<file path="src/rtl/comp_sub_7_bits_seq.sv">
// Bit-serial modulo-2^W subtractor with borrow flag and shift-add-3 binary-to-BCD
// conversion of the difference. Uses a start/busy/done handshake; results hold until
// the next operation completes.
module comp_sub_7_bits_seq #(
    parameter int unsigned W = 7
) (
    input  logic         clk,
    input  logic         rst_n,
    input  logic         start,
    input  logic [W-1:0] num_A,
    input  logic [W-1:0] num_B,
    output logic         busy,
    output logic         done,
    output logic [W-1:0] num_diff,
    output logic         borrow,
    output logic [3:0]   bcd_h,
    output logic [3:0]   bcd_t,
    output logic [3:0]   bcd_o
);

    localparam int unsigned CW = $clog2(W + 1);
    localparam logic [CW-1:0] CNT_LAST = CW'(W - 1);

    typedef enum logic [1:0] {
        IDLE = 2'd0,
        SUB  = 2'd1,
        BCD  = 2'd2
    } state_t;

    state_t        state;
    logic [W-1:0]  a_sr;
    logic [W-1:0]  b_sr;
    logic [W-1:0]  diff_sr;
    logic          br;
    logic [CW-1:0] cnt;
    logic [3:0]    h_reg;
    logic [3:0]    t_reg;
    logic [3:0]    o_reg;

    logic          d_bit_c;
    logic          br_next_c;
    logic [2:0]    h_adj_c;
    logic [3:0]    t_adj_c;
    logic [3:0]    o_adj_c;

    // Full-subtractor bit and add-3 digit correction, both from current register values.
    // Only the low three bits of the adjusted hundreds digit survive the left shift.
    always_comb begin
        d_bit_c   = a_sr[0] ^ b_sr[0] ^ br;
        br_next_c = (~a_sr[0] & b_sr[0]) | (~(a_sr[0] ^ b_sr[0]) & br);
        h_adj_c   = 3'((h_reg >= 4'd5) ? h_reg + 4'd3 : h_reg);
        t_adj_c   = (t_reg >= 4'd5) ? t_reg + 4'd3 : t_reg;
        o_adj_c   = (o_reg >= 4'd5) ? o_reg + 4'd3 : o_reg;
    end

    // Control FSM with datapath registers and registered outputs.
    // During BCD the diff register rotates rather than shifts, so after W iterations it
    // holds the difference again and can be loaded into num_diff with no extra storage.
    always_ff @(posedge clk or negedge rst_n) begin
        if (!rst_n) begin
            state    <= IDLE;
            a_sr     <= '0;
            b_sr     <= '0;
            diff_sr  <= '0;
            br       <= 1'b0;
            cnt      <= '0;
            h_reg    <= 4'd0;
            t_reg    <= 4'd0;
            o_reg    <= 4'd0;
            busy     <= 1'b0;
            done     <= 1'b0;
            num_diff <= '0;
            borrow   <= 1'b0;
            bcd_h    <= 4'd0;
            bcd_t    <= 4'd0;
            bcd_o    <= 4'd0;
        end else begin
            done <= 1'b0;
            case (state)
                IDLE: begin
                    if (start) begin
                        a_sr  <= num_A;
                        b_sr  <= num_B;
                        br    <= 1'b0;
                        cnt   <= '0;
                        h_reg <= 4'd0;
                        t_reg <= 4'd0;
                        o_reg <= 4'd0;
                        busy  <= 1'b1;
                        state <= SUB;
                    end
                end
                SUB: begin
                    diff_sr <= {d_bit_c, diff_sr[W-1:1]};
                    a_sr    <= a_sr >> 1;
                    b_sr    <= b_sr >> 1;
                    br      <= br_next_c;
                    if (cnt == CNT_LAST) begin
                        cnt   <= '0;
                        state <= BCD;
                    end else begin
                        cnt <= cnt + CW'(1);
                    end
                end
                BCD: begin
                    {h_reg, t_reg, o_reg, diff_sr} <=
                        {h_adj_c, t_adj_c, o_adj_c, diff_sr, diff_sr[W-1]};
                    if (cnt == CNT_LAST) begin
                        num_diff <= {diff_sr[W-2:0], diff_sr[W-1]};
                        borrow   <= br;
                        bcd_h    <= {h_adj_c, t_adj_c[3]};
                        bcd_t    <= {t_adj_c[2:0], o_adj_c[3]};
                        bcd_o    <= {o_adj_c[2:0], diff_sr[W-1]};
                        done     <= 1'b1;
                        busy     <= 1'b0;
                        cnt      <= '0;
                        state    <= IDLE;
                    end else begin
                        cnt <= cnt + CW'(1);
                    end
                end
                default: begin
                    state <= IDLE;
                    busy  <= 1'b0;
                end
            endcase
        end
    end

endmodule

</file>
<file path="config.mk">
export PLATFORM = sky130hd
export DESIGN_NAME = comp_sub_7_bits_seq
export DESIGN_NICKNAME = d
export VERILOG_FILES = /design/src/rtl/comp_sub_7_bits_seq.sv
export SDC_FILE = /design/constraint.sdc
export NUM_CORES = 1
export LEC_CHECK = 0
export ABC_AREA = 1
export CAP_MARGIN = 20
export CORE_ASPECT_RATIO = 2
export CORE_UTILIZATION = 39
export CTS_CLUSTER_SIZE = 16
export DETAILED_ROUTE_END_ITERATION = 10
export PLACE_DENSITY = 0.7
export SLEW_MARGIN = 25
export SYNTH_ARGS = -nofsm -noshare
export SYNTH_HDL_FRONTEND = slang
export SYNTH_SLANG_ARGS = --single-unit
</file>
<file path="constraint.sdc">
create_clock -name clk -period 3.05 [get_ports clk]
set_input_delay 0.305 -clock clk [delete_from_list [all_inputs] [get_ports clk]]
set_output_delay 0.305 -clock clk [all_outputs]
set_load 0.02 [all_outputs]
</file>
==> results by group, run 1 <==
Finish
  • Count of nets after finishing: 410
  • Count of fill cells added during filler insertion: 705
  • Number of non-filler instances in the completed layout: 480
  • Ant diodes: 0
  • Layout overhead on the synthesized area: 27.7%
  • Share of layout cells above drive strength 1: 9.79%

Detailed routing
  • Via count of the routed design: 2,411
  • DRC errors left: 0
  • Starting DRT DRC Count: 115
  • WL/cell: 12.9 µm
  • Avg Vias per Cell: 5.02
  • Detailed Routing Iterations Pass 1: 4
  • Final WL: 6200 µm
  • Post-route ant nets: 0

CTS
  • Post-CTS setup buffer count: 0
  • Hold buffer count at cts: 0
  • Inserted Clock Buffers: 9
  • Clock latency of the later-clocked register in the worst-skew pair: 0.33 ns
  • Htree depth: 3
  • Clock sink count: 60
  • CTS resizes: 0
  • CTS root buf: clkbuf_16
  • CTS tree: built
  • Maximum buffer depth of the clock tree: 2
  • Clock slew seen by the registers of the worst setup and hold paths: 0.05 ns

Timing
  • Hold slack: -0.0154 ns
  • Actual slew at the worst max-slew pin: 0.602 ns
  • Final hold violation count: 18
  • Shortest period the worst path allows: 1.88 ns
  • Max-slew headroom at the worst pin: 59.9%
  • Clock Skews: 0.00696 ns
  • Max frequency: 0.531 GHz
  • Unrepaired setup endpoints after global routing: no
  • Total count of max-transition violations in the final report: 0
  • Final setup viols: 0
  • Summed negative setup slack over all endpoints: 0 ns
  • Portion of the clock cycle consumed by the worst path in the final layout: 61.7%

Floorplan
  • Core Area: 7270 µm²
  • Full die area: 7840 µm²
  • Number of primary I/O pins: 39
  • Placement Rows: 44
  • DIE WIDTH: 63.1 µm
  • Height of the chip: 124 µm
  • Starting density of the core: 40.1%

Power
  • Leakage power summed over all cells: 1.82 nW
  • Worst IR Drop VDD: 0.000537 V
  • Pwr dens: 970 nW/µm²

Global routing
  • Aggregate global-route resource usage: 18.0%
  • Total grt overflow: 0
  • Initial antenna violation count: 0
  • Pin count of the biggest net entering global routing: 50
  • First-pass GRT wire length: 10,900 µm
  • Vias in the first global route: 2,482

Logic synthesis
  • Net Count, Synth: 368
  • Primary flip-flop cell chosen by synthesis mapping: dfrtp_1
  • Number of flops mapped to enable cells by yosys: 0
  • Flip-flop and latch count after synthesis: 60
  • Post-Syn Area: 2910 µm²
  • Sequential cell area fraction in the yosys report: 51.5%
  • Async set-or-reset flop fraction in the synthesized netlist: 100%
  • Cells after synthesis: 341
  • Count of yosys warnings during synthesis: 0
  • Number of distinct library cell variants in the gate-level netlist after synthesis: 27
  • Avg Inst Size Synth: 8.55 µm²

Critical path
  • CP startpoint kind: flip-flop
  • Crit-path max FO: 27
  • Worst EP required: 3.29 ns
  • Crit Path Category: reg -> reg
  • Crit path DAT: 2.12 ns
  • Element type at the critical path end: flip-flop

Worst hold path
  • Type of the tightest min-delay check: in -> async

Place
  • Placer's final routability congestion estimate: 0.792
  • Quantity of I/O buffers inserted on ports: 38
  • Number of placed instances, taps included: 464
  • Placed wire-length estimate: 4590 µm

Outcome
  • Status: finished with violations
  • Violated checks: hold timing

Job
  • Max-capacitance violation count: 0
[layout make-up]
| type | count | area [µm²] | area share [%] |
|---|---|---|---|
| Clock buffer | 12 | 256 | 6.89 |
| Clock inverter | 4 | 95.1 | 2.56 |
| Inverter | 51 | 191 | 5.14 |
| Multi-Input combinational cell | 219 | 1150 | 31.0 |
| Sequential cell | 60 | 1500 | 40.3 |
| Tap cell | 92 | 115 | 3.09 |
| Timing Repair Buffer | 42 | 408 | 11.0 |
[through the flow]
stage	power [mW]	worst slack (ns)	area [µm²]	utilization [%]	hold WS (ns)
floorplan	2.10	1.54	2910	-	0.00941
global placement	2.40	1.25	3370	46.3	0.463
detailed placement	2.45	1.14	3370	46.4	0.362
CTS	3.65	1.14	3720	51.2	0.00516
global route	3.87	0.992	3720	51.2	0.0420
finish	3.61	1.17	3720	51.2	-0.0154
[critical path, stage by stage (launching register included)]
cell and delay [ns]:
dfrtp_1 0.39, inv_1 0.11, ha_1 0.15, buf_4 0.27, inv_1 0.18, o21ai_2 0.14
buf_4 0.31, o211ai_1 0.14, o21ai_0 0.10
[final timing paths]
| check | start | to | slack, ns | cells after the start |
|---|---|---|---|---|
| max | state[1]$_DFFE_PN0P_ | b_sr[5]$_DFFE_PN0P_ | 1.17 | 8 |
| min | rst_n | busy$_DFFE_PN0P_ | -0.02 | 1 |
| max reg2reg | state[1]$_DFFE_PN0P_ | b_sr[5]$_DFFE_PN0P_ | 1.17 | 8 |
| min reg2reg | bcd_h[1]$_DFFE_PN0P_ | bcd_h[1]$_DFFE_PN0P_ | 0.48 | 2 |
| max in group asynchronous | rst_n | bcd_o[3]$_DFFE_PN0P_ | 2.51 | 2 |
| min in group clk | bcd_h[1]$_DFFE_PN0P_ | bcd_h[1]$_DFFE_PN0P_ | 0.48 | 2 |
[cells by family (layout without fill, tap and decap cells)]
| family | Yosys count | in the layout | share of synthesized area [%] |
|---|---|---|---|
| and+or+nand+nor | 132 | 132 | 18.9 |
| AOI/OAI and AO/OA | 77 | 77 | 16.1 |
| buffers and inverters | 62 | 109 | 8.89 |
| DFF | 60 | 60 | 51.5 |
| adders and majority gates | 10 | 10 | 4.55 |
[synthesized netlist by cell type (2+ instances only)]
cell	number	area [µm²]
nand2_1	94	353
nand3_1	23	115
ha_1	9	113
inv_1	47	176
inv_2	3	11.3
o21ai_1	17	85.1
o21ai_2	7	61.3
o211ai_2	4	50.1
buf_4	4	30.0
buf_2	3	15.0
o211ai_1	7	52.6
a21oi_1	8	40.0
o21ai_0	28	140
clkbuf_1	2	7.51
o22ai_1	4	25.0
dfrtp_1	60	1500
nor2_1	8	30.0
nand4_1	4	25.0
[routing by layer]
metal	track usage [%]	share of wire (%)
met5	0	0
met4	10.4	3.1
met3	4.23	2.7
met2	33.1	56
met1	17.6	38
[layout by cell type (no fill, tap or decap), drive strengths merged]
master         instances
nand2                 95
ha                     9
buf                    5
dfrtp                 60
a21oi                  9
o211ai                11
nand4                  4
nand3                 24
clkinv                 2
bufinv                 3
a21boi                 1
clkbuf                12
o22ai                  4
inv                   50
fa                     1
clkdlybuf4s50         37
o21ai                 52
nor2                   9
[power by group]
| part | internal [mW] | switching (mW) |
|---|---|---|
| Combinational | 0.453 | 0.816 |
| Clock | 0.840 | 0.343 |
| Sequential | 1.03 | 0.123 |
| Total | 2.33 | 1.28 |
Note: power is estimated with default switching activity, not from simulation.
==> run 2: changes to the inputs <==
- PLACE_DENSITY: 0.7 -> 0.72
- clock period: 3.05 -> 1.7 ns (I/O delays scaled with it)
==> results by group, run 2 (synthesis results as in run 1) <==
Outcome
  • Status: completed

Critical path
  • Critical path origin: state[0]$_DFFE_PN0P_
  • Element type at the critical path end: flip-flop
  • FF-to-FF setup slack: 0.16 ns (-1.01 ns)
  • Crit-path max FO: 25 (-7.4%)
  • Worst flop-to-flop path endpoint: num_diff[2]$_DFFE_PN0P_
  • Critical Path End: num_diff[2]$_DFFE_PN0P_
  • Crit Path Category: reg -> reg
  • RR Startpoint: state[0]$_DFFE_PN0P_
  • CP startpoint kind: flip-flop
  • FF-to-FF path depth: 8 (unchanged)
  • Worst EP required: 1.91 ns (-1.38 ns)
  • Crit path DAT: 1.74 ns (-0.38 ns)

Timing
  • Portion of the clock cycle consumed by the worst path in the final layout: 90.4% (+29 points)
  • Summed negative setup slack over all endpoints: 0 ns (unchanged)
  • Final setup viols: 0 (unchanged)
  • Post-layout worst setup margin: 0.163 ns (-1.01 ns)
  • Unrepaired setup endpoints after global routing: no
  • Clock Skews: 0.00749 ns (+0.000531 ns)
  • Actual slew at the worst max-slew pin: 0.433 ns (-0.168 ns)
  • Shortest period the worst path allows: 1.54 ns (-0.345 ns)
  • Max frequency: 0.651 GHz (+22%)
  • Max-slew headroom at the worst pin: 71.1% (+11 points)
  • Final hold violation count: 0 (-18)
  • Hold slack: 0.309 ns (+0.324 ns)
  • Total count of max-transition violations in the final report: 0 (unchanged)

Global routing
  • Highest-utilization routing layer at the global route stage: met2
  • Initial antenna violation count: 0 (unchanged)
  • Aggregate global-route resource usage: 17.9% (-0.080 points)
  • First-pass GRT wire length: 10,800 µm (-1.0%)
  • Total grt overflow: 0 (unchanged)
  • Fraction of met2 tracks used by global routing: 32.1% (-0.95 points)
  • Pin count of the biggest net entering global routing: 28 (-44%)
  • Vias in the first global route: 2,476 (-0.24%)
  • Global Route met1 Usage: 18.2% (+0.65 points)
  • Fraction of met3 tracks used by global routing: 4.78% (+0.55 points)

CTS
  • Htree depth: 3 (unchanged)
  • CTS tree: built
  • CTS root buf: clkbuf_16
  • Inserted Clock Buffers: 9 (unchanged)
  • Clock sink count: 60 (unchanged)
  • Clock latency of the later-clocked register in the worst-skew pair: 0.33 ns (about the same)
  • Post-CTS setup buffer count: 0 (unchanged)
  • Clock slew seen by the registers of the worst setup and hold paths: 0.05 ns (about the same)
  • Maximum buffer depth of the clock tree: 2 (unchanged)

Detailed routing
  • Starting DRT DRC Count: 76 (-34%)
  • Avg Vias per Cell: 5.00 (-0.46%)
  • Post-route ant nets: 0 (unchanged)
  • Final WL: 6060 µm (-2.3%)
  • DRC errors left: 0 (unchanged)
  • Detailed Routing Iterations Pass 1: 4 (unchanged)
  • Via count of the routed design: 2,425 (+0.58%)
  • WL/cell: 12.5 µm (-3.3%)

Finish
  • Ant diodes: 0 (unchanged)
  • Count of nets after finishing: 417 (+1.7%)
  • Number of non-filler instances in the completed layout: 485 (+1.0%)
  • Final instance area: 3760 µm² (+1.1%)
  • Share of layout cells above drive strength 1: 11.2% (+1.4 points)
  • Layout overhead on the synthesized area: 29.2%
  • Layout Utilization: 51.8% (+0.59 points)
  • Leading cell types in the layout, fill and taps excluded: nand2_1, dfrtp_1, inv_1, clkdlybuf4s50_1, o21ai_0
  • Most common cell after layout, fill and taps aside: nand2_1

Place
  • Number of placed instances, taps included: 470 (+1.3%)
  • Cell Area, Placed: 3450 µm² (+2.4%)
  • Placed wire-length estimate: 4690 µm (+2.2%)
  • Quantity of I/O buffers inserted on ports: 38 (unchanged)
  • Post-Place Worst Slack: 0.0728 ns (-1.07 ns)
  • Placer's final routability congestion estimate: 0.813 (+2.7%)

Power
  • Total Power: 6.27 mW (+74%)
  • Worst IR Drop VDD: 0.00121 V (+120%)
  • Pwr dens: 1660 nW/µm² (+72%)
  • Leakage power summed over all cells: 1.84 nW (+0.95%)
  • Proportion of power drawn by the clock network: 28.3% (-4.5 points)
  • Cell internal pwr: 3.99 mW (+71%)
  • Portion of total power attributed to combinational logic: 38.8% (+3.6 points)
  • Switching fraction of total power: 36.3% (+0.77 points)
  • Net switching power: 2.27 mW (+77%)
  • Share of total power in sequential cells: 32.9% (+0.8 points)

Floorplan
  • Starting density of the core: 40.1% (unchanged)
  • Full die area: 7840 µm² (unchanged)
  • Height of the chip: 124 µm (unchanged)
  • Number of primary I/O pins: 39 (unchanged)
  • Core Area: 7270 µm² (unchanged)
  • Placement Rows: 44 (unchanged)
  • DIE WIDTH: 63.1 µm (unchanged)

Job
  • Max-capacitance violation count: 0 (unchanged)

Worst hold path
  • Type of the tightest min-delay check: in -> async
-- run 2: cell type report --
cell class / instances / area (µm²)
sequential: 60 / 1500
tap: 92 / 115
timing repair buffer: 49 / 498
multi-input combinational: 219 / 1170
clock buffer: 12 / 256
fill: 706 / 3500
clock inverter: 2 / 35.0
inverter: 51 / 191
-- run 2: metal layers --
| metal | vias to the layer above | routed length [µm] | share of wire (%) |
|---|---|---|---|
| li1 | 1199 | - | - |
| met5 | - | 0 | 0 |
| met3 | 15 | 206 | 3.4 |
| met4 | 0 | 186 | 3.1 |
| met1 | 1161 | 2320 | 38 |
| met2 | 50 | 3350 | 55 |
-- run 2: power groups by stage --
| stage | Combinational, mW | Clock (mW) | Sequential [mW] |
|---|---|---|---|
| final | 2.43 | 1.77 | 2.06 |
| after global routing | 2.77 | 1.87 | 2.12 |
| after CTS | 2.44 | 1.81 | 2.07 |
| after floorplan | 1.65 | 0 | 2.12 |
| after global placement | 2.34 | 0 | 2.07 |
| after detailed placement | 2.42 | 0 | 2.09 |
-- run 2: how the worst min path moves through the flow --
stage,start,end,slack [ns],cells past startpoint
after detailed placement,rst_n,a_sr[3]$_DFFE_PN0P_,0.13,1
after floorplan,rst_n,a_sr[0]$_DFFE_PN0P_,-0.13,0
after global routing,rst_n,busy$_DFFE_PN0P_,0.34,2
after global placement,rst_n,a_sr[3]$_DFFE_PN0P_,0.13,1
after CTS,rst_n,busy$_DFFE_PN0P_,0.31,2
final,rst_n,busy$_DFFE_PN0P_,0.31,2
-- run 2: worst max-delay path, stage by stage (launching register included) --
cell and delay (ns):
dfrtp_1 0.37, inv_1 0.11, ha_2 0.25, inv_2 0.15, nor2_4 0.14, inv_2 0.09, buf_12 0.17, nand2_1 0.06
o21ai_1 0.07
-- run 2: timing repair --
| action | CTS | global route |
|---|---|---|
| setup endpoints to repair | 0 | 11 |
| endpoints found under the hold margin | 13 | 0 |
| hold buffers | 1 | 0 |
| gates resized for setup | 0 | 3 |
==> run 3: changes to the inputs <==
- ABC_AREA: 1 -> not set
- DONT_BUFFER_PORTS: not set -> 1
- PLACE_DENSITY: 0.72 -> 0.65
==> results by group, run 3 <==
Finish
  • Most common cell after layout, fill and taps aside: dfrtp_1
  • Ant diodes: 0 (unchanged)
  • Layout Utilization: 48.1% (-3.7 points)
  • Count of nets after finishing: 303 (-27%)
  • Leading cell types in the layout, fill and taps excluded: dfrtp_1, o21ai_0, nand2_1, a21oi_1, mux2i_1
  • Final instance area: 3360 µm² (-11%)
  • Layout overhead on the synthesized area: 18.3%
  • Share of layout cells above drive strength 1: 16.5% (+5.3 points)

Logic synthesis
  • Net Count, Synth: 292 (-21%)
  • Most frequent cell after synthesis: dfrtp_1
  • Top area cells in the synthesized netlist: dfrtp_1, mux2i_1, o21ai_0
  • Flip-flop and latch count after synthesis: 60 (unchanged)
  • Avg Inst Size Synth: 10.7 µm² (+25%)
  • Share of the synthesized area in the top cell type: 52.9% (+1.3 points)
  • Most instantiated cells after synthesis: dfrtp_1, o21ai_0, nand2_1
  • Sequential cell area fraction in the yosys report: 52.9% (+1.3 points)
  • Cell accounting for the most synthesized area: dfrtp_1
  • Count of yosys warnings during synthesis: 0 (unchanged)
  • Cells after synthesis: 265 (-22%)
  • Async set-or-reset flop fraction in the synthesized netlist: 100% (unchanged)
  • Primary flip-flop cell chosen by synthesis mapping: dfrtp_1
  • Number of distinct library cell variants in the gate-level netlist after synthesis: 30 (+11%)
  • Post-Syn Area: 2840 µm² (-2.5%)
  • Number of flops mapped to enable cells by yosys: 0 (unchanged)

Timing
  • Final setup viols: 0 (unchanged)
  • Max-slew headroom at the worst pin: 72.9% (+1.7 points)
  • Shortest period the worst path allows: 1.62 ns (+0.0798 ns)
  • Summed negative setup slack over all endpoints: 0 ns (unchanged)
  • Final hold violation count: 0 (unchanged)
  • Total count of max-transition violations in the final report: 0 (unchanged)
  • Clock Skews: 0.00631 ns (-0.00118 ns)
  • Max frequency: 0.619 GHz (-4.9%)
  • Unrepaired setup endpoints after global routing: no
  • Actual slew at the worst max-slew pin: 0.396 ns (-0.0375 ns)
  • Portion of the clock cycle consumed by the worst path in the final layout: 95.1% (+4.7 points)

Place
  • Placer's final routability congestion estimate: 0.830 (+2.1%)
  • Cell Area, Placed: 2990 µm² (-13%)
  • Quantity of I/O buffers inserted on ports: 0 (-100%)
  • Placed wire-length estimate: 3800 µm (-19%)

Global routing
  • Vias in the first global route: 1,989 (-20%)
  • Total grt overflow: 0 (unchanged)
  • Pin count of the biggest net entering global routing: 61 (+120%)
  • Aggregate global-route resource usage: 16.5% (-1.4 points)
  • Global Route met1 Usage: 17.7% (-0.51 points)
  • First-pass GRT wire length: 9450 µm (-13%)
  • Fraction of met2 tracks used by global routing: 28.3% (-3.8 points)
  • Initial antenna violation count: 0 (unchanged)
  • Highest-utilization routing layer at the global route stage: met2
  • Fraction of met3 tracks used by global routing: 5.20% (+0.43 points)

Critical path
  • Crit-path max FO: 5 (-80%)
  • Worst EP required: 1.94 ns (+0.03 ns)
  • Element type at the critical path end: flip-flop
  • CP startpoint kind: flip-flop
  • Crit path DAT: 1.85 ns (+0.11 ns)
  • Critical path origin: o_reg[0]$_DFFE_PN0P_
  • RR Startpoint: o_reg[0]$_DFFE_PN0P_
  • Crit Path Category: reg -> reg

CTS
  • Clock latency of the later-clocked register in the worst-skew pair: 0.33 ns (about the same)
  • Htree depth: 3 (unchanged)
  • CTS tree: built
  • Clock sink count: 60 (unchanged)
  • Clock slew seen by the registers of the worst setup and hold paths: 0.05 ns (about the same)
  • Inserted Clock Buffers: 9 (unchanged)
  • CTS root buf: clkbuf_16
  • Maximum buffer depth of the clock tree: 2 (unchanged)

Floorplan
  • Full die area: 7650 µm² (-2.5%)
  • DIE WIDTH: 62.3 µm (-1.2%)
  • Height of the chip: 123 µm (-1.3%)
  • Placement Rows: 43 (-2.3%)
  • Starting density of the core: 40.6% (+0.51 points)
  • Core Area: 6990 µm² (-3.8%)
  • Number of primary I/O pins: 39 (unchanged)

Detailed routing
  • Starting DRT DRC Count: 106 (+39%)
  • Avg Vias per Cell: 5.16 (+3.3%)
  • Post-route ant nets: 0 (unchanged)
  • Via count of the routed design: 1,905 (-21%)
  • Final WL: 5500 µm (-9.3%)
  • DRC errors left: 0 (unchanged)
  • Detailed Routing Iterations Pass 1: 4 (unchanged)
  • WL/cell: 14.9 µm (+19%)

Job
  • Max-capacitance violation count: 0 (unchanged)

Power
  • Pwr dens: 1560 nW/µm² (-6.3%)
  • Leakage power summed over all cells: 1.50 nW (-18%)
  • Worst IR Drop VDD: 0.00141 V (+17%)

Worst hold path
  • Launch instance of the worst min-delay path: start
  • Type of the tightest min-delay check: in -> reg

Outcome
  • Status: completed
==> run 3: cell types whose count changed after synthesis, sizes merged, moves of 5 or more <==
| cell | delta |
|---|---|
| o211ai | -11 |
| o21ai | -17 |
| mux2 | +12 |
| nand2 | -63 |
| inv | -36 |
| nand3 | -23 |
| a21oi | +16 |
| mux2i | +19 |
| nor3b | +5 |
==> run 3: layout make-up <==
| class | count | area (µm²) |
|---|---|---|
| tap | 90 | 113 |
| clock buffer | 12 | 256 |
| timing repair buffer | 14 | 153 |
| sequential | 60 | 1500 |
| inverter | 14 | 52.6 |
| fill | 636 | 3630 |
| multi-input combinational | 177 | 1250 |
| clock inverter | 2 | 35.0 |
==> run 3: cells by family (layout without fill, tap and decap cells) <==
logic type / Yosys count / in the layout / synth area share [%]
AO/OA/AOI/OAI: 76 / 76 / 15.1
flip-flops: 60 / 60 / 52.9
AND/OR/NAND/NOR: 57 / 57 / 9.47
multiplexers: 31 / 31 / 12.4
buffers and inverters: 28 / 42 / 4.63
adder cells (fa/ha/maj): 10 / 10 / 4.67
XOR/XNOR: 3 / 3 / 0.925
==> run 3: path summary, 6_finish.rpt <==
| check | end | slack (ns) | cells after the start |
|---|---|---|---|
| max in group asynchronous | state[1]$_DFFE_PN0P_ | 1.08 | 2 |
| setup reg to reg | o_reg[2]$_DFFE_PN0P_ | 0.08 | 6 |
| hold / removal | busy$_DFFE_PN0P_ | 0.03 | 2 |
| hold reg to reg | a_sr[1]$_DFFE_PN0P_ | 0.48 | 2 |
| setup / recovery | o_reg[2]$_DFFE_PN0P_ | 0.08 | 6 |
| min in group asynchronous | num_diff[4]$_DFFE_PN0P_ | 0.36 | 2 |
==> run 3: through the flow <==
step	total power, mW	setup slack [ns]	instances	hold slack [ns]
floorplan	3.04	0.173	265	-0.126
global placement	3.39	0.125	353	-0.123
detailed placement	3.45	0.0153	353	-0.124
CTS	5.30	0.0360	369	0.0196
global route	5.59	0.00483	369	0.0467
finish	5.24	0.0835	369	0.0323
==> run 3: power breakdown <==
part           total (mW)  switching [mW]  internal, mW
Sequential           2.02           0.274          1.75
Clock                1.79           0.598          1.19
Combinational        1.43           0.774         0.659
==> run 3: worst max-delay path: stages (launching register included) <==
cell and delay, ns:
dfrtp_1 0.39, inv_1 0.16, ha_4 0.19, nand2b_1 0.09, a21oi_2 0.18, mux2_2 0.36
o21ai_1 0.16
==> run 3: what timing repair did <==
item / CTS / global route
hold endpoints to repair: 60 / 0
endpoints found under the setup margin: 1 / 7
resized for setup: 1 / 10
setup buffers: 0 / 0
gates cloned: 0 / 0
hold buffers: 2 / 0
==> run 3: routing by layer <==
layer | up-vias | part of all wire [%]
met5 | - | 0
met4 | 0 | 2.7
met3 | 11 | 4.0
met2 | 41 | 53
met1 | 913 | 40
li1 | 940 | -
==> patch 1: new RTL, settings of run 3 <==
Register the output `bcd_t` once more; this adds one clock of latency there. The other outputs are not delayed to match.
--- a/src/rtl/comp_sub_7_bits_seq.sv
+++ b/src/rtl/comp_sub_7_bits_seq.sv
@@ -26,6 +26,8 @@
         SUB  = 2'd1,
         BCD  = 2'd2
     } state_t;
+
+    logic [3:0] bcd_t_s0;
 
     state_t        state;
     logic [W-1:0]  a_sr;
@@ -72,7 +74,7 @@
             num_diff <= '0;
             borrow   <= 1'b0;
             bcd_h    <= 4'd0;
-            bcd_t    <= 4'd0;
+            bcd_t_s0 <= 4'd0;
             bcd_o    <= 4'd0;
         end else begin
             done <= 1'b0;
@@ -109,7 +111,7 @@
                         num_diff <= {diff_sr[W-2:0], diff_sr[W-1]};
                         borrow   <= br;
                         bcd_h    <= {h_adj_c, t_adj_c[3]};
-                        bcd_t    <= {t_adj_c[2:0], o_adj_c[3]};
+                        bcd_t_s0 <= {t_adj_c[2:0], o_adj_c[3]};
                         bcd_o    <= {o_adj_c[2:0], diff_sr[W-1]};
                         done     <= 1'b1;
                         busy     <= 1'b0;
@@ -127,5 +129,9 @@
         end
     end
 
+    always_ff @(posedge clk) begin
+        bcd_t <= bcd_t_s0;
+    end
+
 endmodule
 
Function: same outputs for any inputs over 10 cycles, from zero or initial values and one cycle with rst_n low; that may be too few to reach the edited logic, so the function may still have changed.
==> patch 1 against run 3 <==
  * Sequential cell count up 4
  * Worst setup slack worse by 0.0041 ns
  * Die area rose by 2.8%
  * Sequential share of layout area grew 1.5 points
  * Total power grew 1.6%
  * Synthesized cell count grew 1.5%
  * Non-clock buffer count decreased by 1
  * Routed wire length rose by 0.27%
  * Design area is 1.9% higher
  * Combinational power is 3% lower
  * Area after synthesis grew 2.8%
  * Critical path type unchanged
  * Largest power group unchanged
==> patch 1: results (changes against run 3) <==
status:
  status: "completed"
worst_setup_path:
  critical_path.slowest_cell: "sky130_fd_sc_hd__dfrtp_1"
  r2r_slack_ns: 0.08
  worst-path-max-fanout: 3  # -2
  stage_delay_of_the_slowest_cell_on_the_critical_path_ns: 0.39  # about the same
detailed_routing:
  wl_per_cell_um: 14.7  # -1.6%
  dr_total_vias: 1936  # +1.6%
  drt_pre_antenna_iters: 6  # +2
  drt_iter0_markers: 102  # -3.8%
power_and_ir_drop:
  power.combinational.fraction_pct: 26.1  # -1.2 points
  maximum_vdd_drop_uv: 1270  # -10%
  p_int_mw: 3.65  # +1.5%
  leak_nw: 1.52  # +1.6%
  sequential_cell_fraction_of_total_power_pct: 39.8  # +1.3 points
synthesis:
  sequential_share_of_the_synthesized_area_pct: 54.2  # +1.3 points
  synthesis.nets: 296  # +1.4%
  synth_async_sr_flop_share_pct: 93.8  # -6.3 points
  synth_cells: 269  # +1.5%
  synth_top_cells_by_area: "sky130_fd_sc_hd__dfrtp_1 51%, sky130_fd_sc_hd__mux2i_1 6.5%, sky130_fd_sc_hd__o21ai_0 5.8%, sky130_fd_sc_hd__a21oi_1 4.3%, sky130_fd_sc_hd__nand2_1 4.0%"
  ys_types: 31  # +3.3%
cts:
  ctsRootBufferMaster: "sky130_fd_sc_hd__clkbuf_16"
placed_design:
  dpl.cell_count: 358  # +1.4%
  hpwlAfterDp_mm: 3.93  # +3.3%
  gp_congestion: 0.767  # -7.6%
  pre_cts_slack_ns: 0.0434  # +0.0281 ns
layout:
  layoutNonFillerInstCount: 376  # +1.9%
  final_net_count: 306  # +0.99%
  nFillCells: 709  # +11%
  layout-drive-gt1-share_pct: 16.2  # -0.29 points
worst_hold_path:
  hold_path_end: "state[0]$_DFFE_PN0P_"
  min-delay-start: "start"
global_routing:
  grt_use_total_pct: 15.8  # -0.65 points
  grt_first_pass_wirelength_mm: 9.52  # +0.73%
  grt_pass1_vias: 2006  # +0.85%
timing:
  finClkSkew_ns: 0.00608  # -0.000232 ns
  tightest_slew_ns: 0.389  # -0.00660 ns
patch 1: cell count changes after synthesis, sizes merged:
cell and delta:
dfxtp +4
patch 1: worst max-delay path by stage:
stage	slack [ns]	start	endpoint	cells past startpoint
2_1_floorplan	0.17	t_reg[0]$_DFFE_PN0P_	bcd_t_s0[2]$_DFFE_PN0P_	6
3_3_place_gp	0.09	h_reg[0]$_DFFE_PN0P_	bcd_h[2]$_DFFE_PN0P_	6
3_5_place_dp	0.04	h_reg[0]$_DFFE_PN0P_	bcd_h[2]$_DFFE_PN0P_	6
4_1_cts	0.03	h_reg[0]$_DFFE_PN0P_	bcd_h[2]$_DFFE_PN0P_	6
5_1_grt	-0.03	t_reg[0]$_DFFE_PN0P_	t_reg[2]$_DFFE_PN0P_	6
6_report	0.08	o_reg[0]$_DFFE_PN0P_	o_reg[2]$_DFFE_PN0P_	6
patch 1: layout make-up:
type | count | area, sq um | share of cell area (%)
timing repair buffer | 13 | 133 | 3.87
clock buffer | 13 | 260 | 7.60
multi-input combinational | 177 | 1240 | 36.3
sequential | 64 | 1580 | 46.2
tap | 92 | 115 | 3.36
clock inverter | 3 | 40.0 | 1.17
inverter | 14 | 52.6 | 1.53
patch 1: per-stage QoR:
step	utilization [%]	setup TNS [ns]	hold slack, ns	power, mW	instance area (sq um)
global route	47.1	-0.0254	0.0534	5.67	3430
finish	47.1	0	0.0444	5.33	3430
detailed placement	42.0	0	-0.124	3.49	3050
global placement	42.0	0	-0.124	3.44	3050
CTS	46.6	0	0.0390	5.37	3390
floorplan	-	0	-0.126	3.14	2920
patch 1: routing by layer:
layer	GRT usage (%)	vias up	routed length, um
met2	26.5	38	2960
met4	8.82	0	155
met5	0	-	0
met3	4.30	13	184
li1	-	960	-
met1	17.8	925	2210
patch 1: kinds of logic after synthesis:
group,share of synthesized area (%)
buffers and inverters,4.50
xor gates and xnor gates,0.900
muxes,12.0
adders and majority gates,4.54
AOI/OAI and AO/OA,14.7
DFF,54.2
and+or+nand+nor,9.21
patch 1: what timing repair did:
action / 4_1_cts / 5_1_grt
endpoints found under the hold margin: 60 / 0
resized for setup: 0 / 8
setup endpoints to repair: 0 / 13
hold buffers: 2 / 0
patch 1: worst max-delay path, delay by kind of cell, from the launching register on:
| kind | cells | cell delay (ns) |
|---|---|---|
| flip-flops | 1 | 0.39 |
| adder cells (fa/ha/maj) | 1 | 0.18 |
| AND/OR/NAND/NOR | 1 | 0.08 |
| AO/OA/AOI/OAI | 2 | 0.40 |
| multiplexers | 1 | 0.38 |
| buffers and inverters | 1 | 0.11 |
==> patch 2: new RTL, flow settings as in run 3 <==
Made on the original files. Set the parameter `W` to 5 (it was 7).
--- a/src/rtl/comp_sub_7_bits_seq.sv
+++ b/src/rtl/comp_sub_7_bits_seq.sv
@@ -2,7 +2,7 @@
 // conversion of the difference. Uses a start/busy/done handshake; results hold until
 // the next operation completes.
 module comp_sub_7_bits_seq #(
-    parameter int unsigned W = 7
+    parameter int unsigned W = 5
 ) (
     input  logic         clk,
     input  logic         rst_n,
Ports: changed (resized num_A, num_B and num_diff); port bits go from 39 to 33. The function was not compared with the original's and may differ.
==> patch 2 against run 3 <==
  * Sequential power down 8%
  * Design area down 14%
  * Sequential cell count down 8
  * Global-route usage down 0.30 points
  * Clock skew down 0.00071 ns
  * Utilization down 2.1 points
  * Via count down 6.4%
  * Total power down 11%
  * Routed wire length down 8.6%
  * Largest power group unchanged
  * Largest cell class unchanged
  * Combinational power up 19%
  * Highest routed layer unchanged
  * Area after synthesis down 11%
  * Synthesized cell count down 9.8%
  * Worst setup slack better by 0.035 ns
==> patch 2: results (changes against run 3) <==
placed_design:
  hpwlAfterDp_mm: 3.71  # -2.4%
  dpl.cell_count: 330  # -6.5%
  gp_congestion: 0.798  # -3.8%
  dpl-instance-area_sq_um: 2690  # -9.9%
cts:
  clock_insertion_delay_at_the_later_pin_of_the_skew_report_ns: 0.29  # -0.04 ns
  cts_htree_levels: 2  # -1
  resized_cells_post_cts: 0  # -1
  cts-buffers-inserted: 5  # -4
synthesis:
  synth_adder_area_share_pct: 6.22  # +1.5 points
  synth_compound_area_share_pct: 21.0  # +5.9 points
  yosys-top-cells-count: "52 x sky130_fd_sc_hd__dfrtp_1, 28 x sky130_fd_sc_hd__a21oi_1, 21 x sky130_fd_sc_hd__o22ai_1, 19 x sky130_fd_sc_hd__nand2_1"
  synth_mux_area_share_pct: 5.57  # -6.8 points
  synthXorXnorAreaFrac_pct: 1.04  # +0.11 points
power_and_ir_drop:
  sequential_cell_fraction_of_total_power_pct: 39.5  # +1.0 points
  leak_nw: 1.26  # -16%
  power.total_mw: 4.68  # -11%
worst_setup_path:
  worst-endpoint-arrival_ns: 1.78  # -0.07 ns
  r2r_slack_ns: 0.12  # +0.04 ns
  timing.rr.end: "h_reg[2]$_DFFE_PN0P_"
detailed_routing:
  drt-vias-per-instance: 5.25  # +1.6%
  drt_iter0_markers: 58  # -45%
  finalWirelength_mm: 5.03  # -8.6%
layout:
  final_net_count: 278  # -8.3%
  final-nonclk-buf-share_pct: 6.13  # +1.6 points
  layout.core_utilization_pct: 45.9  # -2.1 points
  n_all_buffers: 19  # +5
  area.share.sequential_pct: 44.9  # +0.23 points
  seq_cell_count: 52  # -13%
status:
  status: "completed"
timing:
  finClkSkew_ns: 0.00560  # -0.000709 ns
  final.hold.worst_slack_ns: 0.0716  # +0.0393 ns
global_routing:
  grt_start_max_net_pins: 53  # -13%
  grt_use_total_pct: 16.2  # -0.30 points
[patch 2: cell count changes after synthesis, sizes merged, moves of 2 or more]
cell,before,now
o21ai,35,23
mux2i,19,4
inv,14,18
dfrtp,60,52
ha,9,11
nand2,32,22
o22ai,7,21
nand3b,2,0
a21oi,25,30
mux2,12,9
[patch 2: worst max-delay path by stage]
| stage | cells after the start | end | slack, ns | start |
|---|---|---|---|---|
| floorplan | 6 | h_reg[2]$_DFFE_PN0P_ | 0.18 | h_reg[0]$_DFFE_PN0P_ |
| detailed placement | 6 | t_reg[2]$_DFFE_PN0P_ | 0.11 | t_reg[0]$_DFFE_PN0P_ |
| global route | 6 | h_reg[2]$_DFFE_PN0P_ | 0.005 | h_reg[0]$_DFFE_PN0P_ |
| CTS | 6 | o_reg[3]$_DFFE_PN0P_ | 0.07 | state[0]$_DFFE_PN0P_ |
| global placement | 6 | t_reg[2]$_DFFE_PN0P_ | 0.15 | t_reg[0]$_DFFE_PN0P_ |
| finish | 6 | h_reg[2]$_DFFE_PN0P_ | 0.12 | h_reg[0]$_DFFE_PN0P_ |
[patch 2: power by group through the flow]
stage / Sequential, mW / Combinational (mW) / Clock [mW]
finish: 1.85 / 1.70 / 1.13
global route: 1.90 / 1.90 / 1.18
CTS: 1.85 / 1.71 / 1.13
detailed placement: 1.88 / 1.66 / 0
global placement: 1.87 / 1.62 / 0
floorplan: 1.79 / 1.32 / 0
[patch 2: routing by layer]
layer | vias up | GRT usage (%) | share of wire, %
met1 | 878 | 16.9 | 37
met2 | 25 | 31.1 | 59
met4 | 0 | 5.56 | 1.5
li1 | 876 | - | -
met5 | - | 0 | 0
met3 | 5 | 2.79 | 2.4
